## src/rtl/id_ex_stage.sv

```systemverilog
// id_ex_stage: RV32I decode plus ID/EX pipeline register.
// Accepts one instruction per valid/ready handshake, decodes it, selects the
// ALU operands from register-file data, PC and immediates, and registers the
// result for the execute stage with one cycle of latency.
// Ports:
//   clk, rst_n                  clock, asynchronous active-low reset
//   InValid/InReady             fetch-side handshake (InReady combinational)
//   Instr, PC                   instruction word and its address
//   Rs1Addr, Rs2Addr            register-file read addresses (combinational)
//   RsData1, RsData2            same-cycle register-file read data
//   Flush                       drop the held and incoming instruction
//   OutValid/OutReady           execute-side handshake
//   Operand1, Operand2          ALU operands
//   Operation                   ALU operation code (MSB set for branch/JALR/LUI)
//   StoreData, LinkValue        rs2 for stores, PC+4 for jumps
//   TargetPC                    branch/JAL target
//   Rd + control flags          destination and RegWrite/MemRead/MemWrite/
//                               IsBranch/IsJal/Illegal
module id_ex_stage #(
  parameter int XLEN = 32,
  parameter int OP_W = 5
) (
  input  logic            clk,
  input  logic            rst_n,
  input  logic            InValid,
  output logic            InReady,
  input  logic [31:0]     Instr,
  input  logic [XLEN-1:0] PC,
  output logic [4:0]      Rs1Addr,
  output logic [4:0]      Rs2Addr,
  input  logic [XLEN-1:0] RsData1,
  input  logic [XLEN-1:0] RsData2,
  input  logic            Flush,
  output logic            OutValid,
  input  logic            OutReady,
  output logic [XLEN-1:0] Operand1,
  output logic [XLEN-1:0] Operand2,
  output logic [OP_W-1:0] Operation,
  output logic [XLEN-1:0] StoreData,
  output logic [XLEN-1:0] LinkValue,
  output logic [XLEN-1:0] TargetPC,
  output logic [4:0]      Rd,
  output logic            RegWrite,
  output logic            MemRead,
  output logic            MemWrite,
  output logic            IsBranch,
  output logic            IsJal,
  output logic            Illegal
);

  localparam logic [6:0] OPC_OP     = 7'b0110011;
  localparam logic [6:0] OPC_OPIMM  = 7'b0010011;
  localparam logic [6:0] OPC_LOAD   = 7'b0000011;
  localparam logic [6:0] OPC_STORE  = 7'b0100011;
  localparam logic [6:0] OPC_BRANCH = 7'b1100011;
  localparam logic [6:0] OPC_JALR   = 7'b1100111;
  localparam logic [6:0] OPC_JAL    = 7'b1101111;
  localparam logic [6:0] OPC_LUI    = 7'b0110111;
  localparam logic [6:0] OPC_AUIPC  = 7'b0010111;

  localparam logic [OP_W-1:0] OP_ADD  = 5'b00000;
  localparam logic [OP_W-1:0] OP_LUI  = 5'b11000;
  localparam logic [OP_W-1:0] OP_JALR = 5'b11001;

  // funct3 to the low three ALU code bits: only SLTU and OR are permuted.
  function automatic logic [2:0] alu_sel(input logic [2:0] f3);
    case (f3)
      3'b011:  alu_sel = 3'b110;
      3'b110:  alu_sel = 3'b011;
      default: alu_sel = f3;
    endcase
  endfunction

  logic [6:0]      opcode;
  logic [2:0]      f3;
  logic [6:0]      f7;
  logic            f7_zero;
  logic            f7_alt;
  logic [XLEN-1:0] imm_i, imm_s, imm_b, imm_j, imm_u;
  logic [XLEN-1:0] d_op1, d_op2, d_target;
  logic [OP_W-1:0] d_oper;
  logic            d_wr_raw, d_rd, d_wm, d_br, d_jal, d_ill;
  logic            load;

  assign opcode  = Instr[6:0];
  assign f3      = Instr[14:12];
  assign f7      = Instr[31:25];
  assign f7_zero = (f7 == 7'b0000000);
  assign f7_alt  = (f7 == 7'b0100000);
  assign Rs1Addr = Instr[19:15];
  assign Rs2Addr = Instr[24:20];

  assign imm_i = {{(XLEN-12){Instr[31]}}, Instr[31:20]};
  assign imm_s = {{(XLEN-12){Instr[31]}}, Instr[31:25], Instr[11:7]};
  assign imm_b = {{(XLEN-13){Instr[31]}}, Instr[31], Instr[7], Instr[30:25], Instr[11:8], 1'b0};
  assign imm_j = {{(XLEN-21){Instr[31]}}, Instr[31], Instr[19:12], Instr[20], Instr[30:21], 1'b0};
  assign imm_u = {{(XLEN-32){Instr[31]}}, Instr[31:12], 12'h000};

  assign InReady = ~OutValid | OutReady;
  assign load    = InValid & InReady & ~Flush;

  // Instruction decode and operand selection; illegal encodings keep Operation=ADD.
  always_comb begin
    d_op1    = '0;
    d_op2    = '0;
    d_target = '0;
    d_oper   = OP_ADD;
    d_wr_raw = 1'b0;
    d_rd     = 1'b0;
    d_wm     = 1'b0;
    d_br     = 1'b0;
    d_jal    = 1'b0;
    d_ill    = 1'b0;
    case (opcode)
      OPC_OP: begin
        d_op1    = RsData1;
        d_op2    = RsData2;
        d_wr_raw = 1'b1;
        // The alternate funct7 only exists for SUB and SRA.
        if (f7_zero || (f7_alt && (f3 == 3'b000 || f3 == 3'b101))) begin
          d_oper = {1'b0, f7_alt, alu_sel(f3)};
        end else begin
          d_ill = 1'b1;
        end
      end
      OPC_OPIMM: begin
        d_op1    = RsData1;
        d_wr_raw = 1'b1;
        if (f3 == 3'b001 || f3 == 3'b101) begin
          // Shift-immediates: shamt zero-extended, funct7 checked as for OP.
          d_op2 = {{(XLEN-5){1'b0}}, Instr[24:20]};
          if (f7_zero || (f7_alt && f3 == 3'b101)) begin
            d_oper = {1'b0, f7_alt, alu_sel(f3)};
          end else begin
            d_ill = 1'b1;
          end
        end else begin
          d_op2  = imm_i;
          d_oper = {2'b00, alu_sel(f3)};
        end
      end
      OPC_LOAD: begin
        d_op1    = RsData1;
        d_op2    = imm_i;
        d_rd     = 1'b1;
        d_wr_raw = 1'b1;
      end
      OPC_STORE: begin
        d_op1 = RsData1;
        d_op2 = imm_s;
        d_wm  = 1'b1;
      end
      OPC_BRANCH: begin
        d_op1    = RsData1;
        d_op2    = RsData2;
        d_target = PC + imm_b;
        if (f3[2:1] == 2'b01) begin
          d_ill = 1'b1;
        end else begin
          d_oper = {2'b10, f3};
          d_br   = 1'b1;
        end
      end
      OPC_JALR: begin
        d_op1    = RsData1;
        d_op2    = imm_i;
        d_oper   = OP_JALR;
        d_wr_raw = 1'b1;
      end
      OPC_JAL: begin
        d_op1    = PC;
        d_op2    = {{(XLEN-3){1'b0}}, 3'b100};
        d_target = PC + imm_j;
        d_jal    = 1'b1;
        d_wr_raw = 1'b1;
      end
      OPC_LUI: begin
        d_op2    = imm_u;
        d_oper   = OP_LUI;
        d_wr_raw = 1'b1;
      end
      OPC_AUIPC: begin
        d_op1    = PC;
        d_op2    = imm_u;
        d_wr_raw = 1'b1;
      end
      default: begin
        d_ill = 1'b1;
      end
    endcase
  end

  // Pipeline register: flush beats load, load beats drain, otherwise hold.
  always_ff @(posedge clk or negedge rst_n) begin
    if (!rst_n) begin
      OutValid  <= 1'b0;
      Operand1  <= '0;
      Operand2  <= '0;
      Operation <= OP_ADD;
      StoreData <= '0;
      LinkValue <= '0;
      TargetPC  <= '0;
      Rd        <= 5'd0;
      RegWrite  <= 1'b0;
      MemRead   <= 1'b0;
      MemWrite  <= 1'b0;
      IsBranch  <= 1'b0;
      IsJal     <= 1'b0;
      Illegal   <= 1'b0;
    end else begin
      if (Flush) begin
        OutValid <= 1'b0;
      end else if (load) begin
        OutValid <= 1'b1;
      end else if (OutReady) begin
        OutValid <= 1'b0;
      end else begin
        OutValid <= OutValid;
      end
      if (load) begin
        Operand1  <= d_op1;
        Operand2  <= d_op2;
        Operation <= d_oper;
        StoreData <= RsData2;
        LinkValue <= PC + {{(XLEN-3){1'b0}}, 3'b100};
        TargetPC  <= d_target;
        Rd        <= Instr[11:7];
        // Illegal encodings and writes to x0 never update the register file.
        RegWrite  <= d_wr_raw & ~d_ill & (Instr[11:7] != 5'd0);
        MemRead   <= d_rd & ~d_ill;
        MemWrite  <= d_wm & ~d_ill;
        IsBranch  <= d_br;
        IsJal     <= d_jal;
        Illegal   <= d_ill;
      end
    end
  end

endmodule

```

## config.mk

```make
export PLATFORM = sky130hd
export DESIGN_NAME = id_ex_stage
export DESIGN_NICKNAME = d
export VERILOG_FILES = /design/src/rtl/id_ex_stage.sv
export SDC_FILE = /design/constraint.sdc
export NUM_CORES = 1
export LEC_CHECK = 0
export BUFFER_PORTS_ARGS = -buffer_cell sky130_fd_sc_hd__buf_2
export CAP_MARGIN = 20
export CORE_ASPECT_RATIO = 0.75
export CORE_MARGIN = 10
export CORE_UTILIZATION = 40
export DETAILED_ROUTE_END_ITERATION = 10
export PLACE_DENSITY = 0.65
export SYNTH_ARGS = -nofsm -noshare
export SYNTH_HDL_FRONTEND = slang
export SYNTH_SLANG_ARGS = --single-unit
export TNS_END_PERCENT = 30
```

## constraint.sdc

```tcl
create_clock -name clk -period 5.1 [get_ports clk]
set_clock_uncertainty 0.2 [all_clocks]
set_input_delay 1.02 -clock clk [delete_from_list [all_inputs] [get_ports clk]]
set_output_delay 1.02 -clock clk [all_outputs]
set_load 0.005 [all_outputs]
```

## Yosys cells after proc, flatten, opt, wreduce, memory -nomap -nowiden

Cells that the tools add are included.

| word-level totals | value |
|---|---|
| bits in registers | 177 |
| bits in latches | 0 |
| RAM bits | 0 |
| ROM bits | 0 |
| bits of input ports | 133 |
| word-level logic and storage cells | 83 |
| memories kept | 0 |

| operators by class | value |
|---|---|
| add/subtract/negate cells | 3 |
| $mul | 0 |
| div/mod/pow operators | 0 |
| magnitude comparators | 0 |
| equal/unequal tests | 15 |
| shift operators | 0 |
| mux-type cells | 24 |
| bitwise logic cells | 10 |
| reductions and logical operators | 17 |

Operators with widths:

| cell | count |
|---|---|
| $pmux W32 S6 | 1 |
| $pmux W32 S2 | 2 |
| $add A32 B32 Y32 | 2 |
| $add A32 B3 Y32 const B | 1 |
| $mux W32 | 1 |
| $eq A7 B6 Y1 const B | 4 |
| $pmux W5 S5 | 1 |
| $eq A7 B7 Y1 const B | 3 |
| $eq A7 B5 Y1 const B | 2 |
| $mux W1 | 13 |
| $reduce_or A6 Y1 | 2 |
| $mux W5 | 2 |
| $mux W4 | 2 |
| $reduce_or A2 Y1 | 4 |
| $eq A7 B2 Y1 const B | 1 |
| $logic_not A7 Y1 | 1 |
| $reduce_or A7 Y1 | 1 |
| $and A1 B1 Y1 | 6 |
| $eq A3 B3 Y1 const B | 2 |
| $pmux W3 S2 | 1 |
| $reduce_bool A5 Y1 | 1 |
| $logic_or A1 B1 Y1 | 4 |
| $pmux W1 S4 | 1 |
| $eq A3 B1 Y1 const B | 1 |
| other kinds (7) | 10 |

## Depth between registers and ports, before layout

| logic depth | value |
|---|---|
| depth after elaboration | 9 |
| mapped depth | 16 |
| mapped depth without buffers | 14 |

## Worst setup path before layout

Ideal clock, no wire load.

| timing | value |
|---|---|
| kind | input port to flip-flop |
| from | input Instr[4] |
| to | register TargetPC[11] |
| library setup time | 0.122 ns |
| data arrival time | 3.856 ns |
| path slack | 0.922 ns |
| stages on the path | 15 |
| path buffers | 1 |
| cells stage by stage | buf_4 and2b_1 nand4_2 nor2_4 mux2_2 ha_1 inv_1 fa_1 nor2b_1 o2111ai_1 a21boi_0 o211a_1 o31ai_1 mux2i_1 nand2_1 |

| on the way | value |
|---|---|
| word-level cells in the longest chain between the ends | 2 |
| elaborated cells between the ends (all ways) | 3 |
| those cells by class | eq/ne: 2; mux: 1 |

Ends and longest elaborated chain:

| item | line | text |
|---|---|---|
| start: declaration | 27 | `input logic [31:0] Instr,` |
| $eq A7 B7 Y1 | 114 | `case (opcode)` |
| $pmux W32 S2 (*) | 114 |  |
| end signal: assignment | 226 | `TargetPC <= d_target;` |
| end: declaration | 41 | `output logic [XLEN-1:0] TargetPC,` |

Mark *: on every way between the ends. The rest lies on a longest branch, timed or not.
A chain may end at the register's enable or synchronous reset.

## Final worst setup path

| timing | value |
|---|---|
| from | input Instr[4] |
| to | register TargetPC[31] |

Same word-level chain as after synthesis.

==> metrics.txt <==
status=completed; max-cap violation count=0; Worst Reg-to-Reg Cells=9; final antenna-violating net count=0; CP required=5270 ps; IO Count=321; Mean Syn Cell Area=8.797 um^2; Clock Latency Late Sink=440 ps; warning count from the yosys run=0; initial antenna violation count=1; final WL=36,650 um; Yosys top cell area share=44.91%; GPL Wtd Cong=0.8753; clk slew on worst S/H paths=70 ps; Worst Setup End Kind=flop; Initial DRC Count=824; critical path cell sequence=buf_2 -> and2b_1 -> nand4_2 -> nor2_4 -> mux2_2 -> ha_1 -> inv_1 -> fa_1 -> nor2b_1 -> o2111ai_1 -> a21oi_1 -> nor3b_2 -> a211oi_1 -> or3_1 -> nand3_1; Final Hold Vio Count=0; core box area=24,090 um^2; minimum clock period=4335 ps; FMAX=230.7 MHz; Seq cells post-synth=177; unrepaired setup endpoints after global routing=no; GRT Overall Usage=22.71%; critical path class=primary input to flop; Worst Tran Pin Value=1001 ps; drc violations=0; Row Count=49; hold depth=2; Hold Crit Class=flop to flop; Slew headroom=33.28%; final period utilization=85.00%; Crit path arrival time=4510 ps; Layout Cells excl Fill=1,742; vias=9,477; dpl cells=1,709; CTS tree=yes; Cell Area, Synth=9862 um^2; layout cell share with drive strength beyond 1=27.87%; CTS Sinks=177; largest area contributor in the netlist=dfrtp_1; die area=31,400 um^2; setup_tns=0 ps; Port Buffer Count=320; Starting Density=40.93%; Congestion Overflow GR=0; Syn-to-layout area delta=24.50%; Netlist cell types=72; Max stage delay on crit path=450 ps; Slew Limit Fails=0; Setup crit start kind=primary input; vias in the first global route=9,274; worst-path fanout max=10; synth top area cells=dfrtp_1 45%, nand2_1 9.8%, o21ai_0 5.6%; postcts setup bufs=0; Clock Tree Root=clkbuf_16; maximum vdd drop=222.5 uV; fin nets=1,565; post-cts resize count=0; ys async rst share=100.0%; top_reg_cell synth=dfrtp_1; Seq/Total Area, Yosys=44.91%; chip width=201.3 um; Mapped Cells=1,121; total iterations of the first detailed-routing run=7; first-pass GRT wire length=56,200 um; cell leakage power=6.141 nW; H-tree depth=4; Longest Clk Path Bufs=2; commonest cells after routing, fill and taps aside=319 x buf_2, 257 x nand2_1, 177 x dfrtp_1; total CTS buffers=17; largest net degree at the start of global routing=209; routed len/inst=21.04 um; syn nets=1,289; Hold Buf Count CTS=0; endpoints failing setup=0; most common cell after layout, fill and taps aside=buf_2; power per cell area=300.7 nW/um^2; Die H=156.0 um; EDFF count, synth=0; final core utilization=50.96%; Crit-path slowest cell=nor3b_2; DPL Wire Length=27,340 um; Vias per Instance=5.440
==> final cells by class <==
cell class	count	area (um^2)
diodes	1	2.502
clock buffers	18	439.2
clock inverters	14	161.4
fillers	2386	11820
inverters	14	52.55
multi-input cells	857	5069
flip-flops and latches	177	4429
well taps	331	414.1
repair buffers	330	1710
==> layer usage <==
metal	share of wire, %	up-vias	global-route usage, %
met3	7.5	37	6.246
met2	46	342	35.80
met5	0	-	0
met4	1.8	0	6.426
met1	45	4583	30.04
li1	-	4515	-
==> stage by stage <==
step / instance area [um^2] / hold slack (ps) / total power, W / worst slack (ps)
after global routing: 12280 / 290.1 / 0.003885 / 528.2
after global placement: 11670 / 252.6 / 0.002348 / 529.1
after detailed placement: 11670 / 256.8 / 0.002365 / 379.3
after CTS: 12280 / 275.5 / 0.003733 / 838.2
final: 12280 / 272.6 / 0.003692 / 765.0
after floorplan: 9862 / 269.7 / 0.001989 / 921.9
==> final timing paths <==
| path | startpoint | to | slack (ps) |
|---|---|---|---|
| max reg2reg | OutValid$_DFFE_PN0P_ | TargetPC[29]$_DFFE_PN0P_ | 2410 |
| min | StoreData[20]$_DFFE_PN0P_ | StoreData[20]$_DFFE_PN0P_ | 270 |
| min reg2reg | StoreData[20]$_DFFE_PN0P_ | StoreData[20]$_DFFE_PN0P_ | 270 |
| max | Instr[4] | TargetPC[31]$_DFFE_PN0P_ | 770 |
| max in group asynchronous | rst_n | StoreData[17]$_DFFE_PN0P_ | 3290 |
| min in group asynchronous | rst_n | Operand1[7]$_DFFE_PN0P_ | 510 |
==> critical path, delay by kind of cell <==
family / cells / cell delay (ps)
AND/OR/NAND/NOR: 7 / 1770
AO/OA/AOI/OAI: 3 / 670
adder cells (fa/ha/maj): 2 / 430
multiplexers: 1 / 380
buffers and inverters: 2 / 240
==> report_power, final <==
part	total, W	switching, W	internal (W)
Sequential	0.00159	0.0000614	0.00153
Combinational	0.000746	0.000451	0.000294
Clock	0.00136	0.000646	0.000714
==> sequential cells by signal (all words and copies together) (netlist names) <==
name       flops
MemWrite       1
Operand1      32
Illegal        1
Rd             5
MemRead        1
IsBranch       1
Operation      5
Operand2      32
LinkValue     32
IsJal          1
RegWrite       1
TargetPC      32
StoreData     32
OutValid       1
==> cell usage after synthesis, drive strengths merged, types with 4 or more instances <==
library cell,count
a222oi,4
clkbuf,46
o31ai,7
a211oi,10
dfrtp,177
a21o,14
nand4,14
o21a,7
buf,27
or3,5
mux2i,4
a21oi,39
ha,34
and3,9
and4,5
o21ai,114
nor3b,6
a221oi,52
nand3,24
a22o,9
a22oi,7
nor2,109
a32o,4
xor2,32
xnor2,17
mux2,5
and2,5
nor2b,10
nand2b,5
nand2,257
inv,14
nor3,15
==> logic make-up (layout without fill, tap and decap cells) <==
group | count (synthesis) | after routing | synth area share (%)
DFF | 177 | 177 | 44.91
xor gates and xnor gates | 49 | 49 | 4.352
other | 0 | 1 | 0
muxes | 9 | 9 | 0.9769
adders and majority gates | 35 | 35 | 4.517
AOI/OAI and AO/OA | 292 | 292 | 19.86
and+or+nand+nor | 472 | 472 | 21.38
buffers and inverters | 87 | 376 | 4.009
Note: power is estimated with default switching activity, not from simulation.
